## src/rtl/regfile_port_sched.sv

```systemverilog
// Write-port arbiter and read-gating scheduler for a 32x32 2R1W register file.
// ALU/LSU writebacks share the write port round-robin; reads stall on same-register writes.
module regfile_port_sched #(
  parameter int ADDR_W   = 5,
  parameter int DATA_W   = 32,
  parameter int ZERO_REG = 1
) (
  input  logic              clk,
  input  logic              rst,
  input  logic              alu_valid,
  output logic              alu_ready,
  input  logic [ADDR_W-1:0] alu_addr,
  input  logic [DATA_W-1:0] alu_data,
  input  logic              lsu_valid,
  output logic              lsu_ready,
  input  logic [ADDR_W-1:0] lsu_addr,
  input  logic [DATA_W-1:0] lsu_data,
  input  logic              rd_valid,
  output logic              rd_ready,
  input  logic [ADDR_W-1:0] rd_rs1,
  input  logic [ADDR_W-1:0] rd_rs2,
  output logic              rd_data_valid,
  output logic              rf_read_en,
  output logic [ADDR_W-1:0] rf_rs1_addr,
  output logic [ADDR_W-1:0] rf_rs2_addr,
  output logic              rf_write_en,
  output logic [ADDR_W-1:0] rf_write_addr,
  output logic [DATA_W-1:0] rf_write_data
);

  typedef enum logic {GRANT_ALU = 1'b0, GRANT_LSU = 1'b1} grant_e;

  grant_e            last_grant_q, last_grant_d;
  logic              wen_q, wen_d;
  logic [ADDR_W-1:0] waddr_q, waddr_d;
  logic [DATA_W-1:0] wdata_q, wdata_d;
  logic              ren_q, ren_d;
  logic [ADDR_W-1:0] rs1_q, rs1_d;
  logic [ADDR_W-1:0] rs2_q, rs2_d;
  logic              dvalid_q, dvalid_d;
  logic              hazard;

  always_ff @(posedge clk or negedge rst) begin
    if (!rst) begin
      last_grant_q <= GRANT_LSU;
      wen_q        <= 1'b0;
      waddr_q      <= '0;
      wdata_q      <= '0;
      ren_q        <= 1'b0;
      rs1_q        <= '0;
      rs2_q        <= '0;
      dvalid_q     <= 1'b0;
    end else begin
      last_grant_q <= last_grant_d;
      wen_q        <= wen_d;
      waddr_q      <= waddr_d;
      wdata_q      <= wdata_d;
      ren_q        <= ren_d;
      rs1_q        <= rs1_d;
      rs2_q        <= rs2_d;
      dvalid_q     <= dvalid_d;
    end
  end

  // Under contention the requester that did not win last time gets the port.
  always_comb begin
    alu_ready = 1'b0;
    lsu_ready = 1'b0;
    if (rst) begin
      if (alu_valid && lsu_valid) begin
        alu_ready = (last_grant_q == GRANT_LSU);
        lsu_ready = (last_grant_q == GRANT_ALU);
      end else begin
        alu_ready = alu_valid;
        lsu_ready = lsu_valid;
      end
    end
  end

  // A handshake to r0 still rotates priority but never issues a write.
  always_comb begin
    last_grant_d = last_grant_q;
    wen_d        = 1'b0;
    waddr_d      = waddr_q;
    wdata_d      = wdata_q;
    if (alu_valid && alu_ready) begin
      last_grant_d = GRANT_ALU;
      if (!(ZERO_REG != 0 && alu_addr == '0)) begin
        wen_d   = 1'b1;
        waddr_d = alu_addr;
        wdata_d = alu_data;
      end
    end else if (lsu_valid && lsu_ready) begin
      last_grant_d = GRANT_LSU;
      if (!(ZERO_REG != 0 && lsu_addr == '0)) begin
        wen_d   = 1'b1;
        waddr_d = lsu_addr;
        wdata_d = lsu_data;
      end
    end
  end

  assign hazard   = wen_q && (waddr_q != '0) && ((waddr_q == rd_rs1) || (waddr_q == rd_rs2));
  assign rd_ready = rst && rd_valid && !hazard;

  always_comb begin
    ren_d    = rd_ready;
    rs1_d    = rs1_q;
    rs2_d    = rs2_q;
    dvalid_d = ren_q;
    if (rd_ready) begin
      rs1_d = rd_rs1;
      rs2_d = rd_rs2;
    end
  end

  assign rf_write_en   = wen_q;
  assign rf_write_addr = waddr_q;
  assign rf_write_data = wdata_q;
  assign rf_read_en    = ren_q;
  assign rf_rs1_addr   = rs1_q;
  assign rf_rs2_addr   = rs2_q;
  assign rd_data_valid = dvalid_q;

endmodule

```

## config.mk

```make
export PLATFORM = sky130hd
export DESIGN_NAME = regfile_port_sched
export DESIGN_NICKNAME = d
export VERILOG_FILES = /design/src/rtl/regfile_port_sched.sv
export SDC_FILE = /design/constraint.sdc
export NUM_CORES = 1
export LEC_CHECK = 0
export BUFFER_PORTS_ARGS = -buffer_cell sky130_fd_sc_hd__clkbuf_2
export CAP_MARGIN = 10
export CELL_PAD_IN_SITES_DETAIL_PLACEMENT = 1
export CELL_PAD_IN_SITES_GLOBAL_PLACEMENT = 1
export CORE_ASPECT_RATIO = 1.25
export CORE_MARGIN = 3
export CORE_UTILIZATION = 34
export CTS_CLUSTER_DIAMETER = 30
export DETAILED_ROUTE_END_ITERATION = 10
export GPL_TIMING_DRIVEN = 0
export PLACE_DENSITY = 0.92
export SLEW_MARGIN = 40
export SYNTH_ARGS = -nofsm -noshare
export SYNTH_HDL_FRONTEND = slang
export SYNTH_SLANG_ARGS = --single-unit
```

## constraint.sdc

```tcl
create_clock -name clk -period 5.8 [get_ports clk]
set_clock_uncertainty 0.1 [all_clocks]
set_input_delay 1.16 -clock clk [delete_from_list [all_inputs] [get_ports clk]]
set_output_delay 1.16 -clock clk [all_outputs]
set_load 0.03 [all_outputs]
```

==> out/metrics.cfg, run 1 <==
[timing]
tightest_slew_ns = 0.702
timing.final.crit_share_pct = 69.1
relSlewSlack_pct = 53.2
holdWs_ns = 0.283
fmax_mhz = 249
slew_violations = 0
hold_viol = 0
setup-violations-final = 0
fin_crit_ns = 4.01
rsz0062_at_grt = no
setup_tns_ns = 0

[layout]
num-fill-cells = 822
fin_cells = 454
diodes = 0
area_growth_pct = 39.0
nets = 455
final_util_pct = 49.8
drive_gt1_share_pct = 46.6

[power]
power_leakage_nw = 1.67
p_int_mw = 0.708
p_switching_mw = 0.439
ir_worst_vdd_mv = 0.151
comb_power_share_pct = 36.2
switching_share_pct = 38.3
seq_power_share_pct = 41.7
pwr-share-clk_pct = 22.2
p_total_mw = 1.15
power_density_mw_per_mm2 = 344

[floorplanning]
rows = 33
fp.dieW_um = 81.1
die_area_mm2 = 0.00810
start_util_pct = 35.9
io_pins = 142
core_mm2 = 0.00669
die_y_um = 99.9

[clock_tree]
htreeDepth = 2
path_clk_slew_ns = 0.09
cts_tree = done
ctsHoldBuffers = 0
clk_latency_ns = 0.30
post-cts-setup-buffer-count = 0
cts_buffer_depth = 2
cts_buffers = 5
clock-root-buffer = clkbuf_8
cts_sinks = 51
ctsResizeCount = 0

[grt]
grt_pass1_vias = 2448
grt_pass1_wl_um = 11700
track_usage_pct = 18.5
antenna_found_initial = 0
grt_max_degree = 55
globalRouteOverflowTotal = 0

[critical_path]
reg2reg_depth = 6
arrival_ns = 2.75
r2r-start = last_grant_q$_DFFE_PN1P_
critPathKind = in2out
crit_path_end_kind = output port
crit_fanout = 54
start_kind = input port
required_ns = 4.54
cp-startpoint = rst
reg2reg_slack_ns = 3.74
rr_endpoint = rf_write_data[25]$_DFFE_PN0P_

[logic_synthesis]
synth_nets = 307
ys_ff_latch = 51
synth.yosys.seq_area_share_pct = 53.3
yosysUniqueCellTypes = 22
synth.cell_area_mm2 = 0.00240
synth_warnings = 0
synth_area_leaders = dfrtp_1 (52%), mux2i_1 (15%), a21oi_1 (8.1%), nor2_1 (6.4%), mux2_4 (5.6%)
syn_area_per_cell_um2 = 11.0
synth_top_cell_by_area = dfrtp_1
netlist_instances = 218
synth_top_area_share_pct = 52.2

[hold_path]
hp-start = rf_read_en$_DFF_PN0_
min_path_cells = 0
hold_path_end = rd_data_valid$_DFF_PN0_
hp-class = reg2reg

[routing]
drt-wirelength-per-cell_um = 16.1
detail-route-antenna-nets = 0
wl_um = 7300
dr.first_iter.drc_count = 50
via_count = 2218
drc_errors = 0
routed_via_density = 4.89
first_pass_iters = 4

[flow_run]
drv_cap = 0

[placed_design]
gp_congestion = 0.677
dp.cells = 446
portBuffers = 141
place_hpwl_um = 5870

[outcome]
status = complete, no violations

## flip-flops by register name, indices dropped and copies added (netlist names)
signal         count
rf_write_data     32
rf_rs2_addr        5
rf_write_addr      5
rf_read_en         1
rf_rs1_addr        5
rd_data_valid      1
last_grant_q       1
rf_write_en        1
## metrics by stage
stage | setup WS (ns) | instance area, µm²
6_report | 1.79 | 3330
5_1_grt | 1.60 | 3330
4_1_cts | 1.66 | 3330
3_5_place_dp | 1.67 | 3220
3_3_place_gp | 1.33 | 3210
2_1_floorplan | 2.43 | 2400
## placed cells by master (no fill, tap or decap)
| master | Yosys | routed |
|---|---|---|
| buf_1 | 3 | 3 |
| dfstp_2 | 1 | 1 |
| inv_1 | 2 | 2 |
| or4_4 | 1 | 1 |
| mux2i_1 | 37 | 37 |
| a22o_1 | 1 | 1 |
| a21oi_1 | 39 | 39 |
| buf_2 | 6 | 6 |
| o21ai_0 | 1 | 1 |
| xor2_1 | 10 | 10 |
| clkbuf_2 | 0 | 140 |
| mux2_2 | 1 | 1 |
| o21ai_2 | 1 | 1 |
| dfrtp_1 | 50 | 50 |
| bufinv_16 | 0 | 1 |
| clkbuf_8 | 0 | 6 |
| nor3_1 | 4 | 4 |
| mux2_4 | 9 | 9 |
| clkinv_2 | 0 | 1 |
| a22oi_1 | 1 | 1 |
| buf_4 | 1 | 2 |
| clkbuf_1 | 2 | 2 |
| nor2_1 | 41 | 41 |
| buf_6 | 1 | 1 |
| o211ai_2 | 1 | 1 |
| nand2_1 | 5 | 5 |
## layer usage
metal / up-vias / global-route usage (%) / share of wire, %
met3: 12 / 4.94 / 7.0
met2: 90 / 34.5 / 55
met4: 0 / 5.20 / 1.7
met5: - / 0 / 0
li1: 1046 / - / -
met1: 1070 / 20.2 / 36
## worst max-delay path by stage
stage	end	slack [ns]	cells after the start
3_3_place_gp	alu_ready	1.33	5
6_report	alu_ready	1.79	5
3_5_place_dp	alu_ready	1.67	5
4_1_cts	alu_ready	1.66	5
5_1_grt	alu_ready	1.60	5
2_1_floorplan	rd_ready	2.43	6
## synth_stat cells
cell,number
dfrtp_1,50
nor2_1,41
a21oi_1,39
mux2i_1,37
xor2_1,10
mux2_4,9
buf_2,6
nand2_1,5
nor3_1,4
buf_1,3
clkbuf_1,2
inv_1,2
a22o_1,1
a22oi_1,1
buf_4,1
buf_6,1
dfstp_2,1
mux2_2,1
o211ai_2,1
o21ai_0,1
o21ai_2,1
or4_4,1
## power groups by stage
stage	registers (mW)	clock network, mW	logic, mW
after detailed placement	0.485	0	0.421
after global placement	0.481	0	0.408
after floorplan	0.618	0	0.130
final	0.477	0.254	0.415
after CTS	0.479	0.265	0.422
after global routing	0.489	0.278	0.447
## worst max-delay path, stage by stage
cell      delay (ns)
buf_4           0.53
nand2_1         0.15
a21oi_1         0.24
buf_2           0.34
clkbuf_2        0.27
## logic make-up after synthesis
logic type	count (synthesis)	share of synthesized area (%)
AOI/OAI and AO/OA	44	9.91
xor gates and xnor gates	10	3.65
buffers and inverters	15	3.13
DFF	51	53.3
muxes	47	21.5
and+or+nand+nor	51	8.50
## area by class of cell
class | instances | area [µm²] | area share (%)
Sequential cell | 51 | 1280 | 38.3
Multi-Input combinational cell | 152 | 1050 | 31.4
Timing Repair Buffer | 141 | 708 | 21.2
Tap cell | 87 | 109 | 3.27
Clock buffer | 6 | 82.6 | 2.48
Buffer | 13 | 67.6 | 2.03
Clock inverter | 2 | 35.0 | 1.05
Inverter | 2 | 7.51 | 0.225
Power figures use the tool's default switching activity.
==> run 2, diff against run 1 <==
CORE_UTILIZATION = 28   (was 34)
PLACE_DENSITY = 0.82   (was 0.92)
clock period = 3.6 ns   (was 5.8 ns; I/O delays follow)
==> run 2 against run 1 <==
- non-clock buffer count is the same
- clock-buffer cell count shrank 1
- highest routed layer unchanged
- hold slack gained 0.011 ns
- wire length shrank 1.7%
- combinational power grew 61%
- critical path type unchanged
- via count shrank 1.6%
- design area grew 0.94%
- sequential power grew 61%
- setup slack lost 1.3 ns
- largest cell class unchanged
==> out/metrics.cfg, run 2 (synthesis gave the netlist of run 1 again) <==
[layout]
post-route-cell-area_mm2 = 0.00336  ; +0.94%
layout_commonest_cell = clkbuf_2
final_util_pct = 40.6  ; -9.2 points
diodes = 0  ; unchanged
nets = 455  ; unchanged
final_cell_mix = clkbuf_2 (140), dfrtp_1 (50), nor2_1 (41)
num-fill-cells = 996  ; +21%
drive_gt1_share_pct = 46.6  ; unchanged
largest_reg_flops = 32  ; unchanged
fin_cells = 464  ; +2.2%
area_growth_pct = 40.3

[critical_path]
crit_fanout = 54  ; unchanged
arrival_ns = 2.33  ; -0.42 ns
required_ns = 2.78  ; -1.76 ns
crit_buf_inv = 3  ; unchanged
crit_path_end_kind = output port
cp.depth = 5  ; unchanged
cp-startpoint = rst
worstPathCellList = clkbuf_4, nand2_1, a21oi_1, buf_2, clkbuf_2
reg2reg_depth = 6  ; unchanged
critPathTopFamily = buffers and inverters
critical-path-max-stage-delay_ns = 0.59  ; +0.06 ns
r2r-start = last_grant_q$_DFFE_PN1P_
critPathKind = in2out
critPathSlowestCell = clkbuf_4
start_kind = input port

[floorplanning]
start_util_pct = 28.9  ; -6.9 points
die_area_mm2 = 0.00972  ; +20%
rows = 37  ; +12%
core_mm2 = 0.00829  ; +24%
io_pins = 142  ; unchanged
fp.dieW_um = 88.8  ; +9.4%
die_y_um = 109  ; +9.6%

[grt]
track_usage_pct = 14.7  ; -3.9 points
grt_max_degree = 55  ; unchanged
antenna_found_initial = 0  ; unchanged
globalRouteOverflowTotal = 0  ; unchanged
grt_pass1_vias = 2327  ; -4.9%
grt_pass1_wl_um = 11100  ; -5.6%

[clock_tree]
cts_tree = done
clk_latency_ns = 0.30  ; about the same
ctsHoldBuffers = 0  ; unchanged
cts_buffers = 5  ; unchanged
cts_sinks = 51  ; unchanged
cts_buffer_depth = 2  ; unchanged
htreeDepth = 2  ; unchanged
clock-root-buffer = clkbuf_8
post-cts-setup-buffer-count = 0  ; unchanged
ctsResizeCount = 0  ; unchanged
path_clk_slew_ns = 0.09  ; about the same

[routing]
routed_via_density = 4.70  ; -3.7%
drc_errors = 0  ; unchanged
drt-wirelength-per-cell_um = 15.5  ; -3.8%
detail-route-antenna-nets = 0  ; unchanged
first_pass_iters = 2  ; -2
via_count = 2183  ; -1.6%
wl_um = 7180  ; -1.7%
dr.first_iter.drc_count = 46  ; -8.0%

[hold_path]
hp-start = rf_read_en$_DFF_PN0_
min_path_cells = 0  ; unchanged
hp-class = reg2reg

[timing]
holdWs_ns = 0.294  ; +0.0105 ns
timing.final.crit_share_pct = 87.6
hold_viol = 0  ; unchanged
relSlewSlack_pct = 50.6  ; -2.6 points
setup-violations-final = 0  ; unchanged
tightest_slew_ns = 0.741  ; +0.0385 ns
slew_violations = 0  ; unchanged
fmax_mhz = 317
fin_crit_ns = 3.15
setup_tns_ns = 0  ; unchanged
setup_ws_ns = 0.446  ; -1.34 ns
rsz0062_at_grt = no

[placed_design]
gp_congestion = 0.813  ; +20%
dp.cells = 456  ; +2.2%
place_ws_ns = 0.380  ; -1.29 ns
place_hpwl_um = 5830  ; -0.68%
portBuffers = 141  ; unchanged
place_area_mm2 = 0.00323  ; +0.39%

[power]
power_leakage_nw = 1.67  ; +0.18%
p_total_mw = 1.91  ; +66%
ir_worst_vdd_mv = 0.247  ; +63%
power_density_mw_per_mm2 = 566  ; +65%

[outcome]
status = complete, no violations

[flow_run]
drv_cap = 0  ; unchanged

run 2: power by group:
| group | total (mW) | internal (mW) | switching, mW |
|---|---|---|---|
| Combinational | 0.669 | 0.227 | 0.442 |
| Clock | 0.467 | 0.277 | 0.190 |
| Sequential | 0.770 | 0.688 | 0.0825 |
run 2: area by class of cell:
type                    instances  area (µm²)  area share [%]
plain buffers                  13        67.6            2.01
inverters                       2        7.51           0.223
clock inverters                 3        67.6            2.01
repair buffers                141         708            21.0
clock buffers                   5        68.8            2.05
multi-input cells             152        1050            31.1
well taps                      97         121            3.61
flip-flops and latches         51        1280            38.0
run 2: routing by layer:
metal / global-route usage (%) / wire (µm) / vias up
met5: 0 / 0 / -
met4: 2.59 / 53 / 0
met3: 4.27 / 469 / 5
met2: 26.9 / 3830 / 88
met1: 16.8 / 2830 / 1046
li1: - / - / 1044
run 2: worst paths after layout:
check,to,slack [ns]
max,alu_ready,0.45
min,rd_data_valid$_DFF_PN0_,0.29
max reg2reg,rf_write_data[2]$_DFFE_PN0P_,1.57
min reg2reg,rd_data_valid$_DFF_PN0_,0.29
max in group asynchronous,rf_write_data[27]$_DFFE_PN0P_,2.51
min in group asynchronous,rf_rs2_addr[0]$_DFFE_PN0P_,0.39
==> run 3, diff against run 2 <==
BUFFER_PORTS_ARGS = default   (was -buffer_cell sky130_fd_sc_hd__clkbuf_2)
CORE_UTILIZATION = 41   (was 28)
DONT_BUFFER_PORTS = 1   (was default)
==> run 3 against run 2 <==
- sequential power grew 32%
- core utilization grew 6.2 points
- die area shrank 30%
- setup slack gained 0.23 ns
- clock-buffer cell count is the same
- final cell count shrank 37%
- fmax grew 7.7%
- wire length shrank 21%
- clock power shrank 30%
- combinational power shrank 61%
- register-to-register slack lost 0.26 ns
- largest power group unchanged
- highest routed layer unchanged
==> out/metrics.cfg, run 3 (synthesis gave the netlist of run 1 again) <==
[power]
ir_worst_vdd_mv = 0.277  ; +12%
p_total_mw = 1.60  ; -16%
power_density_mw_per_mm2 = 617  ; +8.9%
power_leakage_nw = 1.08  ; -36%

[floorplanning]
core_mm2 = 0.00556  ; -33%
rows = 30  ; -19%
die_y_um = 91.5  ; -16%
die_area_mm2 = 0.00681  ; -30%
fp.dieW_um = 74.4  ; -16%
io_pins = 142  ; unchanged
start_util_pct = 43.2  ; +14 points

[outcome]
status = complete, no violations

[clock_tree]
clock-root-buffer = clkbuf_8
cts_sinks = 51  ; unchanged
cts_tree = done
path_clk_slew_ns = 0.10  ; about the same
cts_buffer_depth = 2  ; unchanged
cts_buffers = 5  ; unchanged
htreeDepth = 2  ; unchanged
clk_latency_ns = 0.29  ; about the same
post-cts-setup-buffer-count = 0  ; unchanged

[timing]
setup_ws_ns = 0.672  ; +0.226 ns
tightest_slew_ns = 0.764  ; +0.0229 ns
fin_crit_ns = 2.93  ; -0.226 ns
setup_tns_ns = 0  ; unchanged
holdWs_ns = 0.153  ; -0.140 ns
timing.final.crit_share_pct = 81.3  ; -6.3 points
fmax_mhz = 342  ; +7.7%
setup-violations-final = 0  ; unchanged
hold_viol = 0  ; unchanged
relSlewSlack_pct = 49.1  ; -1.5 points
rsz0062_at_grt = no
slew_violations = 0  ; unchanged

[grt]
grt_pass1_vias = 1811  ; -22%
grt_pass1_wl_um = 9010  ; -19%
globalRouteOverflowTotal = 0  ; unchanged
grt_max_degree = 41  ; -25%
antenna_found_initial = 0  ; unchanged
track_usage_pct = 16.9  ; +2.3 points

[critical_path]
crit_path_end_kind = output port
critical-path-max-stage-delay_ns = 0.60  ; about the same
reg2reg_slack_ns = 1.31  ; -0.26 ns
critPathKind = reg2out
arrival_ns = 2.11  ; -0.22 ns
critPathSlowestCell = or4_4
reg2reg_depth = 5  ; -1
worstPathCellList = or4_4, o21ai_2, o211ai_2, buf_6, inv_1
r2r-start = last_grant_q$_DFFE_PN1P_
rr_endpoint = rf_write_data[25]$_DFFE_PN0P_
required_ns = 2.78  ; about the same
crit_fanout = 10  ; -81%
start_kind = flop

[placed_design]
place_ws_ns = 0.898  ; +0.519 ns
dp.cells = 282  ; -38%
portBuffers = 0  ; -100%
gp_congestion = 0.730  ; -10%
place_hpwl_um = 4340  ; -26%

[routing]
detail-route-antenna-nets = 0  ; unchanged
first_pass_iters = 4  ; +2
drt-wirelength-per-cell_um = 19.5  ; +26%
via_count = 1646  ; -25%
dr.first_iter.drc_count = 46  ; unchanged
routed_via_density = 5.64  ; +20%
wl_um = 5690  ; -21%
drc_errors = 0  ; unchanged

[layout]
final_cell_mix = dfrtp_1 (50), nor2_1 (41), a21oi_1 (39)
nets = 316  ; -31%
multi_input_area_mm2 = 0.00105  ; unchanged
drive_gt1_share_pct = 13.6  ; -33 points
num-fill-cells = 606  ; -39%
register_area_mm2 = 0.00128  ; unchanged
largest_reg_flops = 32  ; unchanged
fin_cells = 292  ; -37%
diodes = 0  ; unchanged
area_growth_pct = 8.45
layout_commonest_cell = dfrtp_1

[flow_run]
drv_cap = 0  ; unchanged

[hold_path]
hp-class = in2async

[run 3: changes by cell type in the layout (fill, tap and decap cells not counted)]
| cell | change |
|---|---|
| clkbuf_2 | -140 |
| bufinv_16 | -2 |
| buf_12 | +1 |
| clkbuf_4 | -1 |
| clkinvlp_4 | +1 |
| dlygate4sd3_1 | +1 |
| inv_6 | +1 |
[run 3: cell type report]
type                       count  area share [%]
tap                           64            3.08
buffer                        13            2.60
clock buffer                   5            2.65
timing repair buffer           2            1.15
multi-input combinational    152            40.2
sequential                    51            49.1
clock inverter                 3           0.914
inverter                       2           0.289
[run 3: repair_timing]
item                      CTS  global route
hold buffers                1             1
resized for setup           0             0
hold endpoints to repair   40            10
[run 3: stage by stage]
step	instance area [µm²]	utilization [%]
final	2600	46.8
after global placement	2480	44.6
after global routing	2600	46.8
after detailed placement	2480	44.6
after CTS	2590	46.6
after floorplan	2400	-
[run 3: worst max path at each step]
stage,from,to,slack (ns),cells after the start
final,rf_write_addr[1]$_DFFE_PN0P_,rd_ready,0.67,5
after floorplan,rf_write_addr[1]$_DFFE_PN0P_,rd_ready,1.09,5
after global placement,rst,rf_write_data[23]$_DFFE_PN0P_,0.95,6
after global routing,rf_write_addr[3]$_DFFE_PN0P_,rd_ready,0.57,6
after detailed placement,rst,rf_write_data[25]$_DFFE_PN0P_,0.90,6
after CTS,rf_write_addr[1]$_DFFE_PN0P_,rd_ready,0.64,5
[run 3: where the power goes]
group / internal, mW / switching [mW] / total, mW
combinational: 0.123 / 0.138 / 0.261
sequential: 0.684 / 0.331 / 1.02
clock: 0.139 / 0.188 / 0.327
[run 3: worst max-delay path: cells and delay by family (launching register included)]
kind | cells | cell delay, ns
simple gates | 1 | 0.60
flops | 1 | 0.56
buf+inv | 2 | 0.41
compound gates | 2 | 0.24
[run 3: per-layer routing]
layer  vias up  GRT usage, %  share of wire [%]
met5         -             0                  0
met2        87          28.9                 52
met4         0          5.49               0.70
met1       789          19.7                 37
met3         4          5.32                 11
li1        766             -                  -
